$ cat src/rtl/cmult_pkg.sv
// rtl/cmult_pkg.sv - shared constants and helpers for the cmult_pipe complex multiplier
package cmult_pkg;

  // Register stages from operand capture to the visible result.
  localparam int CMULT_LATENCY = 3;

  // Half an output LSB of a Q1.(tw_width-1) scaled product, added before the shift for round-half-up.
  function automatic longint unsigned cmult_rnd_const(input int tw_width);
    return 64'd1 << (tw_width - 2);
  endfunction

endpackage

$ cat src/rtl/cmult_scale.sv
// rtl/cmult_scale.sv - rescales one full product back to data scale, optionally rounding
module cmult_scale
  import cmult_pkg::*;
#(
  parameter int WIDTH    = 16,
  parameter int TW_WIDTH = 16
) (
  input  logic signed [WIDTH+TW_WIDTH-1:0] prod,
  input  logic                             rnd,
  output logic signed [WIDTH:0]            scaled
);

  localparam int PW = WIDTH + TW_WIDTH;
  localparam logic [PW-1:0] RND_C = PW'(cmult_rnd_const(TW_WIDTH));

  logic signed [PW-1:0] biased;

  // The full product cannot reach the top of its range, so the bias never overflows PW bits.
  always_comb begin
    biased = prod;
    if (rnd) begin
      biased = prod + RND_C;
    end
    scaled = (WIDTH+1)'(biased >>> (TW_WIDTH - 1));
  end

endmodule

$ cat src/rtl/cmult_pipe.sv
// rtl/cmult_pipe.sv - 3-stage pipelined complex multiplier with global stall; CMULT_SAT_EN enables saturation and sticky ovf
module cmult_pipe
  import cmult_pkg::*;
#(
  parameter int WIDTH    = 16,
  parameter int TW_WIDTH = 16
) (
  input  logic                       clk,
  input  logic                       rst,
  input  logic signed [WIDTH-1:0]    ar,
  input  logic signed [WIDTH-1:0]    ai,
  input  logic signed [TW_WIDTH-1:0] br,
  input  logic signed [TW_WIDTH-1:0] bi,
  input  logic                       conj,
  input  logic                       rnd,
  input  logic                       in_valid,
  output logic                       in_ready,
  output logic                       out_valid,
  input  logic                       out_ready,
  output logic signed [WIDTH-1:0]    mr,
  output logic signed [WIDTH-1:0]    mi,
  output logic                       ovf,
  input  logic                       ovf_clr
);

  localparam int PW = WIDTH + TW_WIDTH;

  logic                       advance;
  logic                       s1_valid_q, s1_valid_d;
  logic                       s2_valid_q, s2_valid_d;
  logic                       out_valid_q, out_valid_d;
  logic signed [WIDTH-1:0]    ar_q, ar_d, ai_q, ai_d;
  logic signed [TW_WIDTH-1:0] br_q, br_d, bi_q, bi_d;
  logic                       conj1_q, conj1_d, rnd1_q, rnd1_d;
  logic signed [PW-1:0]       p_rr_q, p_rr_d, p_ri_q, p_ri_d;
  logic signed [PW-1:0]       p_ir_q, p_ir_d, p_ii_q, p_ii_d;
  logic                       conj2_q, conj2_d, rnd2_q, rnd2_d;
  logic signed [WIDTH:0]      s_rr, s_ri, s_ir, s_ii;
  logic signed [WIDTH:0]      re_sum, im_sum;
  logic signed [WIDTH-1:0]    re_lim, im_lim;
  logic signed [WIDTH-1:0]    mr_q, mr_d, mi_q, mi_d;

  // One global advance: the whole pipe moves only when the output slot is free or being taken.
  assign advance   = !out_valid_q || out_ready;
  assign in_ready  = advance;
  assign out_valid = out_valid_q;
  assign mr        = mr_q;
  assign mi        = mi_q;

  // Valid bits step one stage per advance; bubbles travel as zeros and are never squeezed out.
  always_comb begin
    s1_valid_d  = s1_valid_q;
    s2_valid_d  = s2_valid_q;
    out_valid_d = out_valid_q;
    if (advance) begin
      s1_valid_d  = in_valid;
      s2_valid_d  = s1_valid_q;
      out_valid_d = s2_valid_q;
    end
  end

  // Valid bits and the result registers are reset so a reset flushes every in-flight sample.
  always_ff @(posedge clk or posedge rst) begin
    if (rst) begin
      s1_valid_q  <= 1'b0;
      s2_valid_q  <= 1'b0;
      out_valid_q <= 1'b0;
      mr_q        <= '0;
      mi_q        <= '0;
    end else begin
      s1_valid_q  <= s1_valid_d;
      s2_valid_q  <= s2_valid_d;
      out_valid_q <= out_valid_d;
      mr_q        <= mr_d;
      mi_q        <= mi_d;
    end
  end

  // S1 captures operands and mode bits; S2 forms the four full-width partial products.
  always_comb begin
    ar_d    = ar_q;
    ai_d    = ai_q;
    br_d    = br_q;
    bi_d    = bi_q;
    conj1_d = conj1_q;
    rnd1_d  = rnd1_q;
    p_rr_d  = p_rr_q;
    p_ri_d  = p_ri_q;
    p_ir_d  = p_ir_q;
    p_ii_d  = p_ii_q;
    conj2_d = conj2_q;
    rnd2_d  = rnd2_q;
    if (advance) begin
      ar_d    = ar;
      ai_d    = ai;
      br_d    = br;
      bi_d    = bi;
      conj1_d = conj;
      rnd1_d  = rnd;
      p_rr_d  = PW'(ar_q) * PW'(br_q);
      p_ri_d  = PW'(ar_q) * PW'(bi_q);
      p_ir_d  = PW'(ai_q) * PW'(br_q);
      p_ii_d  = PW'(ai_q) * PW'(bi_q);
      conj2_d = conj1_q;
      rnd2_d  = rnd1_q;
    end
  end

  // S1/S2 data carry no reset; their contents only matter while the matching valid bit is set.
  always_ff @(posedge clk) begin
    ar_q    <= ar_d;
    ai_q    <= ai_d;
    br_q    <= br_d;
    bi_q    <= bi_d;
    conj1_q <= conj1_d;
    rnd1_q  <= rnd1_d;
    p_rr_q  <= p_rr_d;
    p_ri_q  <= p_ri_d;
    p_ir_q  <= p_ir_d;
    p_ii_q  <= p_ii_d;
    conj2_q <= conj2_d;
    rnd2_q  <= rnd2_d;
  end

  cmult_scale #(.WIDTH(WIDTH), .TW_WIDTH(TW_WIDTH)) u_scale_rr (.prod(p_rr_q), .rnd(rnd2_q), .scaled(s_rr));
  cmult_scale #(.WIDTH(WIDTH), .TW_WIDTH(TW_WIDTH)) u_scale_ri (.prod(p_ri_q), .rnd(rnd2_q), .scaled(s_ri));
  cmult_scale #(.WIDTH(WIDTH), .TW_WIDTH(TW_WIDTH)) u_scale_ir (.prod(p_ir_q), .rnd(rnd2_q), .scaled(s_ir));
  cmult_scale #(.WIDTH(WIDTH), .TW_WIDTH(TW_WIDTH)) u_scale_ii (.prod(p_ii_q), .rnd(rnd2_q), .scaled(s_ii));

  // Combine scaled products at WIDTH+1 bits; conj flips the sign of the twiddle's imaginary part.
  always_comb begin
    if (conj2_q) begin
      re_sum = s_rr + s_ii;
      im_sum = s_ir - s_ri;
    end else begin
      re_sum = s_rr - s_ii;
      im_sum = s_ri + s_ir;
    end
  end

`ifdef CMULT_SAT_EN
  localparam logic signed [WIDTH-1:0] MAX_V = {1'b0, {(WIDTH-1){1'b1}}};
  localparam logic signed [WIDTH-1:0] MIN_V = {1'b1, {(WIDTH-1){1'b0}}};

  logic re_ovr, im_ovr, ovf_set, ovf_q, ovf_d;

  // Out of range when the extra sign bit disagrees with the kept MSB; clamp toward the true sign.
  always_comb begin
    re_ovr = re_sum[WIDTH] ^ re_sum[WIDTH-1];
    im_ovr = im_sum[WIDTH] ^ im_sum[WIDTH-1];
    re_lim = re_sum[WIDTH-1:0];
    im_lim = im_sum[WIDTH-1:0];
    if (re_ovr) begin
      re_lim = re_sum[WIDTH] ? MIN_V : MAX_V;
    end
    if (im_ovr) begin
      im_lim = im_sum[WIDTH] ? MIN_V : MAX_V;
    end
    ovf_set = advance && s2_valid_q && (re_ovr || im_ovr);
    ovf_d   = ovf_set || (ovf_q && !ovf_clr);
  end

  // Sticky overflow flag; a set landing in the same cycle as a clear wins.
  always_ff @(posedge clk or posedge rst) begin
    if (rst) begin
      ovf_q <= 1'b0;
    end else begin
      ovf_q <= ovf_d;
    end
  end

  assign ovf = ovf_q;
`else
  logic unused_nosat;

  // Plain two's complement wrap: drop the extra sum bit.
  always_comb begin
    re_lim = re_sum[WIDTH-1:0];
    im_lim = im_sum[WIDTH-1:0];
  end

  assign unused_nosat = ^{re_sum[WIDTH], im_sum[WIDTH], ovf_clr};
  assign ovf          = 1'b0;
`endif

  // S3 loads only valid samples, so mr/mi hold their last result across bubbles and stalls.
  always_comb begin
    mr_d = mr_q;
    mi_d = mi_q;
    if (advance && s2_valid_q) begin
      mr_d = re_lim;
      mi_d = im_lim;
    end
  end

endmodule

$ cat config.mk
export PLATFORM = sky130hd
export DESIGN_NAME = cmult_pipe
export DESIGN_NICKNAME = d
export VERILOG_FILES = /design/src/rtl/cmult_pkg.sv /design/src/rtl/cmult_scale.sv /design/src/rtl/cmult_pipe.sv
export SDC_FILE = /design/constraint.sdc
export NUM_CORES = 2
export LEC_CHECK = 0
export BUFFER_PORTS_ARGS = -buffer_cell sky130_fd_sc_hd__buf_4
export CORE_ASPECT_RATIO = 1.25
export CORE_UTILIZATION = 45
export CTS_BUF_LIST = sky130_fd_sc_hd__clkbuf_8
export DETAILED_ROUTE_END_ITERATION = 16
export RECOVER_POWER = 25
export SYNTH_ARGS = -nofsm -noshare
export SYNTH_HDL_FRONTEND = slang
export SYNTH_SLANG_ARGS = --single-unit
$ cat constraint.sdc
create_clock -name clk -period 12.6 [get_ports clk]
set_clock_uncertainty 0.15 [all_clocks]
set_input_delay 0.63 -clock clk [delete_from_list [all_inputs] [get_ports clk]]
set_output_delay 0.63 -clock clk [all_outputs]
set_load 0.05 [all_outputs]
# Yosys cells after proc, flatten, opt, wreduce, memory -nomap -nowiden
# Cells that the tools add are included.
# Widths: inputs -> output; s select.
[word_totals] register_bits=227 input_bits=71 out_inout_bits=35 word_cells=38
[classes] add_sub_neg=8 multipliers=4 n_mux=6 reduce_logical=3
[op_table] operator="$add 31x15->31 const B" n=4
[op_table] operator="$mul 16x16->31" n=4
[op_table] operator="$mux 31" n=4
[op_table] operator="$add 16x16->16" n=2
[op_table] operator="$mux 16" n=2
[op_table] operator="$sub 16x16->16" n=2
[op_table] operator="$logic_and 1x1->1" n=1
[op_table] operator="$logic_not 1->1" n=1
[op_table] operator="$logic_or 1x1->1" n=1

# Logic depth before layout (Yosys ltp)
[depth] ltp_word=4 depth_mapped=24

# Cells and area by module
# A second synthesis with hierarchy kept.
[unflattened] cells_unflattened=5106 hier_area_um2=49526.2
[modules_own_cells] module="cmult_pipe" n_inst=1 cells_each=4930 area_each_um2=48260.0 seq_area_each_um2=6761.5
[modules_own_cells] module="cmult_scale" n_inst=4 cells_each=44 area_each_um2=316.6 seq_area_each_um2=0.0

# Worst setup path before layout
# OpenSTA, ideal clock, no wires.
[synth_path] kind="flip-flop to flip-flop" start="register ai_q[15]" end="register p_ii_q[30], data pin" arrival_ns=5.871 t_required_ns=12.190 setup_slack_ns=6.320 stages_incl_launch_ff=23 n_path_buf=2 period_less_slack_ns=6.280 cell_sequence="edfxtp_1 -> clkbuf_1 -> clkbuf_1 -> nand2_1 -> inv_1 -> fa_1 -> inv_1 -> fa_1 -> inv_1 -> fa_1 -> fa_1 -> fa_1 -> inv_1 -> fa_1 -> inv_1 -> ha_1 -> o21a_1 -> o21ai_0 -> nand2b_1 -> o311a_1 -> a31o_2 -> o31ai_2 -> xnor2_1"
[synth_between] elab_chain_len=1
[synth_rtl] element="start: declaration" line="cmult_pipe.sv:32" rtl="logic signed [WIDTH-1:0] ar_q, ar_d, ai_q, ai_d;"
[synth_rtl] element="start signal: assignment" line="cmult_pipe.sv:112" rtl="ai_q <= ai_d;"
[synth_rtl] element="$mul 16x16->31" line="cmult_pipe.sv:103" rtl="p_ii_d = PW'(ai_q) * PW'(bi_q);"
[synth_rtl] element="end signal: assignment" line="cmult_pipe.sv:120" rtl="p_ii_q <= p_ii_d;"
[synth_rtl] element="end: declaration" line="cmult_pipe.sv:36" rtl="logic signed [PW-1:0] p_ir_q, p_ir_d, p_ii_q, p_ii_d;"
# Every way passes these cells.
# A chain may end at the register's enable or synchronous reset.

# Worst setup path after layout
[layout_path] start="register ar_q[10]" end="register p_rr_q[30], data pin"
[layout_between] elab_chain_len=1
[layout_rtl] element="start: declaration" line="cmult_pipe.sv:32"
[layout_rtl] element="start signal: assignment" line="cmult_pipe.sv:111" rtl="ar_q <= ar_d;"
[layout_rtl] element="$mul 16x16->31" line="cmult_pipe.sv:100" rtl="p_rr_d = PW'(ar_q) * PW'(br_q);"
[layout_rtl] element="end signal: assignment" line="cmult_pipe.sv:117" rtl="p_rr_q <= p_rr_d;"
[layout_rtl] element="end: declaration" line="cmult_pipe.sv:35" rtl="logic signed [PW-1:0] p_rr_q, p_rr_d, p_ri_q, p_ri_d;"
# Every way passes these cells.

==> out/metrics.cfg <==
[synth]
synthArstFlopShare=0.205
yosysSeqAreaShare=0.108
avgSynthCellArea_um2=9.48
ys_ff_latch=171
synth_cell_types=73
synth_top_cell_by_area=fa_1
synth_area_mm2=0.0457
yosysTopAreaCellShare=0.447
syn-instance-count=4823
synth_nets=6260
synth-main-ff-cell=edfxtp_1
yosysWarnings=0
synth_area_leaders=fa_1 45%, inv_1 9.7%, ha_1 9.4%, edfxtp_1 8.9%, and2_1 6.4%
synth_edf_count=136

[routing]
vias=31500
drt_iter0_markers=1335
wl_met1_mm=43.5
viasPerCell=5.09
drtAntennaViolNets=0
wl_met3_mm=3.73
drc=0
wl_met2_mm=62.5
dr.pass1.iters=5
wire_per_inst_um=18.2
dr.max_layer_used=met4
drt_wl_total_mm=113

[worst_setup_path]
worstSetupPathType=reg -> reg
endpoint_kind=flip-flop
cp_slowest_cell=a221oi_1
cp.required_ps=12830
cp.depth=21
crit_top_cell=fa_1
critPathTopFamily=adder cells
worst-path-max-fanout=32
arrival_ps=7420
crit_chain=buf_4 > nand2_1 > fa_1 > fa_1 > fa_1 > inv_1 > fa_1 > fa_1 > inv_1 > fa_1 > inv_1 > ha_1 > nand3_1 > a211oi_1 > a221oi_1 > nand3_1 > nand2_1 > a21oi_1 > a211oi_1 > o31ai_1 > xnor2_1
cp-start-kind=flip-flop
crit_buf_inv=4
cpPeakStageDelay_ps=720
r2r_cells=21

[flow_run]
cap_violations=1

[floorplanning]
die_area_mm2=0.103
die_w_um=287
core_region_area_mm2=0.101
start_util=0.454
rows=130
ios=106
die_h_um=358

[layout]
finalNetCount=6303
fin_util=0.487
syn2layout_area_growth_pct=7.10
layout_commonest_cell=inv_1
final_cell_mix=1183 x inv_1, 1022 x fa_1, 560 x nand2_1
fin_area_mm2=0.0490
drive_gt1_frac=0.0498

[status]
violations=max-capacitance violations, max-slew violations
status=finished, violations left

[clock_network]
h-tree-depth=4
path_clk_slew_ps=140
cts_resized=0
clockBufferDepth=2
post_cts_buffers=0
cts_tree=yes
cts_root_buf=clkbuf_8
clock_sinks=171
numCtsBuffers=17
clk_latency_ps=650
cts-hold-fix-buffers=68

[hold_path]
hp-class=reg -> reg
holdPathStages=0

[grt]
track_usage=0.234
grt-ovfl-total=0
first_global_vias=35100
grt_max_degree=68
antenna_found_initial=5
grt_pass1_wl_mm=185

[sta]
finalSetupViolCount=0
min_period_ps=7190
slew_headroom=-0.276
fmax_mhz=139
period_share=0.570
fin_tns_setup_ps=0
slew_viol_final=36
final_hold_viol_count=0
grt_setup_unrepaired=no
worst_slew_pin_slew_ps=1910

[place]
place_area_mm2=0.0479
dp_hpwl_mm=85.8
place.gp.congestion=0.848
port_buffers=103

-- synth_stat cells (37+ instances only) --
master / n
a21oi_1: 64
and2_1: 469
clkbuf_1: 201
edfxtp_1: 136
fa_1: 1022
ha_1: 344
inv_1: 1183
nand2_1: 561
nand3_1: 43
nor2_1: 136
nor3_1: 37
o21ai_0: 56
xnor2_1: 159
xor2_1: 64
-- stage by stage --
step	cells	setup WS [ps]	hold WS (ps)
after CTS	6199	5220	231
after global routing	6202	5040	300
after global placement	6099	5310	259
after floorplan	4823	6320	250
after detailed placement	6099	5280	266
final	6202	5410	289
-- worst paths after layout --
kind,slack (ps),start,end
max in group asynchronous,10130,rst,mi[0]$_DFFE_PP0P_
min in group asynchronous,1070,rst,mr[11]$_DFFE_PP0P_
worst min-delay path,290,conj1_q$_DFFE_PN_,conj2_q$_DFFE_PN_
worst max-delay path,5410,ar_q[10]$_DFFE_PN_,p_rr_q[30]$_DFFE_PN_
worst min register to register,290,conj1_q$_DFFE_PN_,conj2_q$_DFFE_PN_
worst max register to register,5410,ar_q[10]$_DFFE_PN_,p_rr_q[30]$_DFFE_PN_
-- kinds of logic (layout without fill, tap and decap cells) --
logic type,Yosys count,after routing,share of synthesized area
buffers and inverters,1401,1457,0.115
and+or+nand+nor,1386,1386,0.151
adders and majority gates,1366,1366,0.541
AOI/OAI and AO/OA,261,261,0.0376
xor gates and xnor gates,223,223,0.0427
DFF,171,171,0.108
muxes,14,14,0.00331
other,1,4,0.0000820
-- per-layer routing --
metal  track usage  vias to the layer above
li1              -                    14300
met1         0.265                    16400
met2         0.454                      666
met3        0.0232                      216
met4        0.0779                        0
met5             0                        -
-- layout make-up --
type	instances	area, µm²
fillers	9417	51700
multi-input cells	3251	35500
flip-flops and latches	171	4960
inverters	1183	4440
repair buffers	242	1980
well taps	1320	1650
clock buffers	17	234
clock inverters	15	214
diodes	3	7.51
-- flip-flops by register name (all words and copies together), names as in the netlist --
name / count
p_ri_q: 17
ai_q: 16
mi: 16
p_rr_q: 17
conj1_q: 1
ar_q: 16
s1_valid_q: 1
bi_q: 16
br_q: 16
mr: 16
rnd1_q: 1
rnd2_q: 1
p_ir_q: 17
p_ii_q: 17
out_valid: 1
s2_valid_q: 1
conj2_q: 1
Power is left out: the tool's default activity adds up to more than one toggle a clock period on the data nets, which glitch-free logic cannot reach.
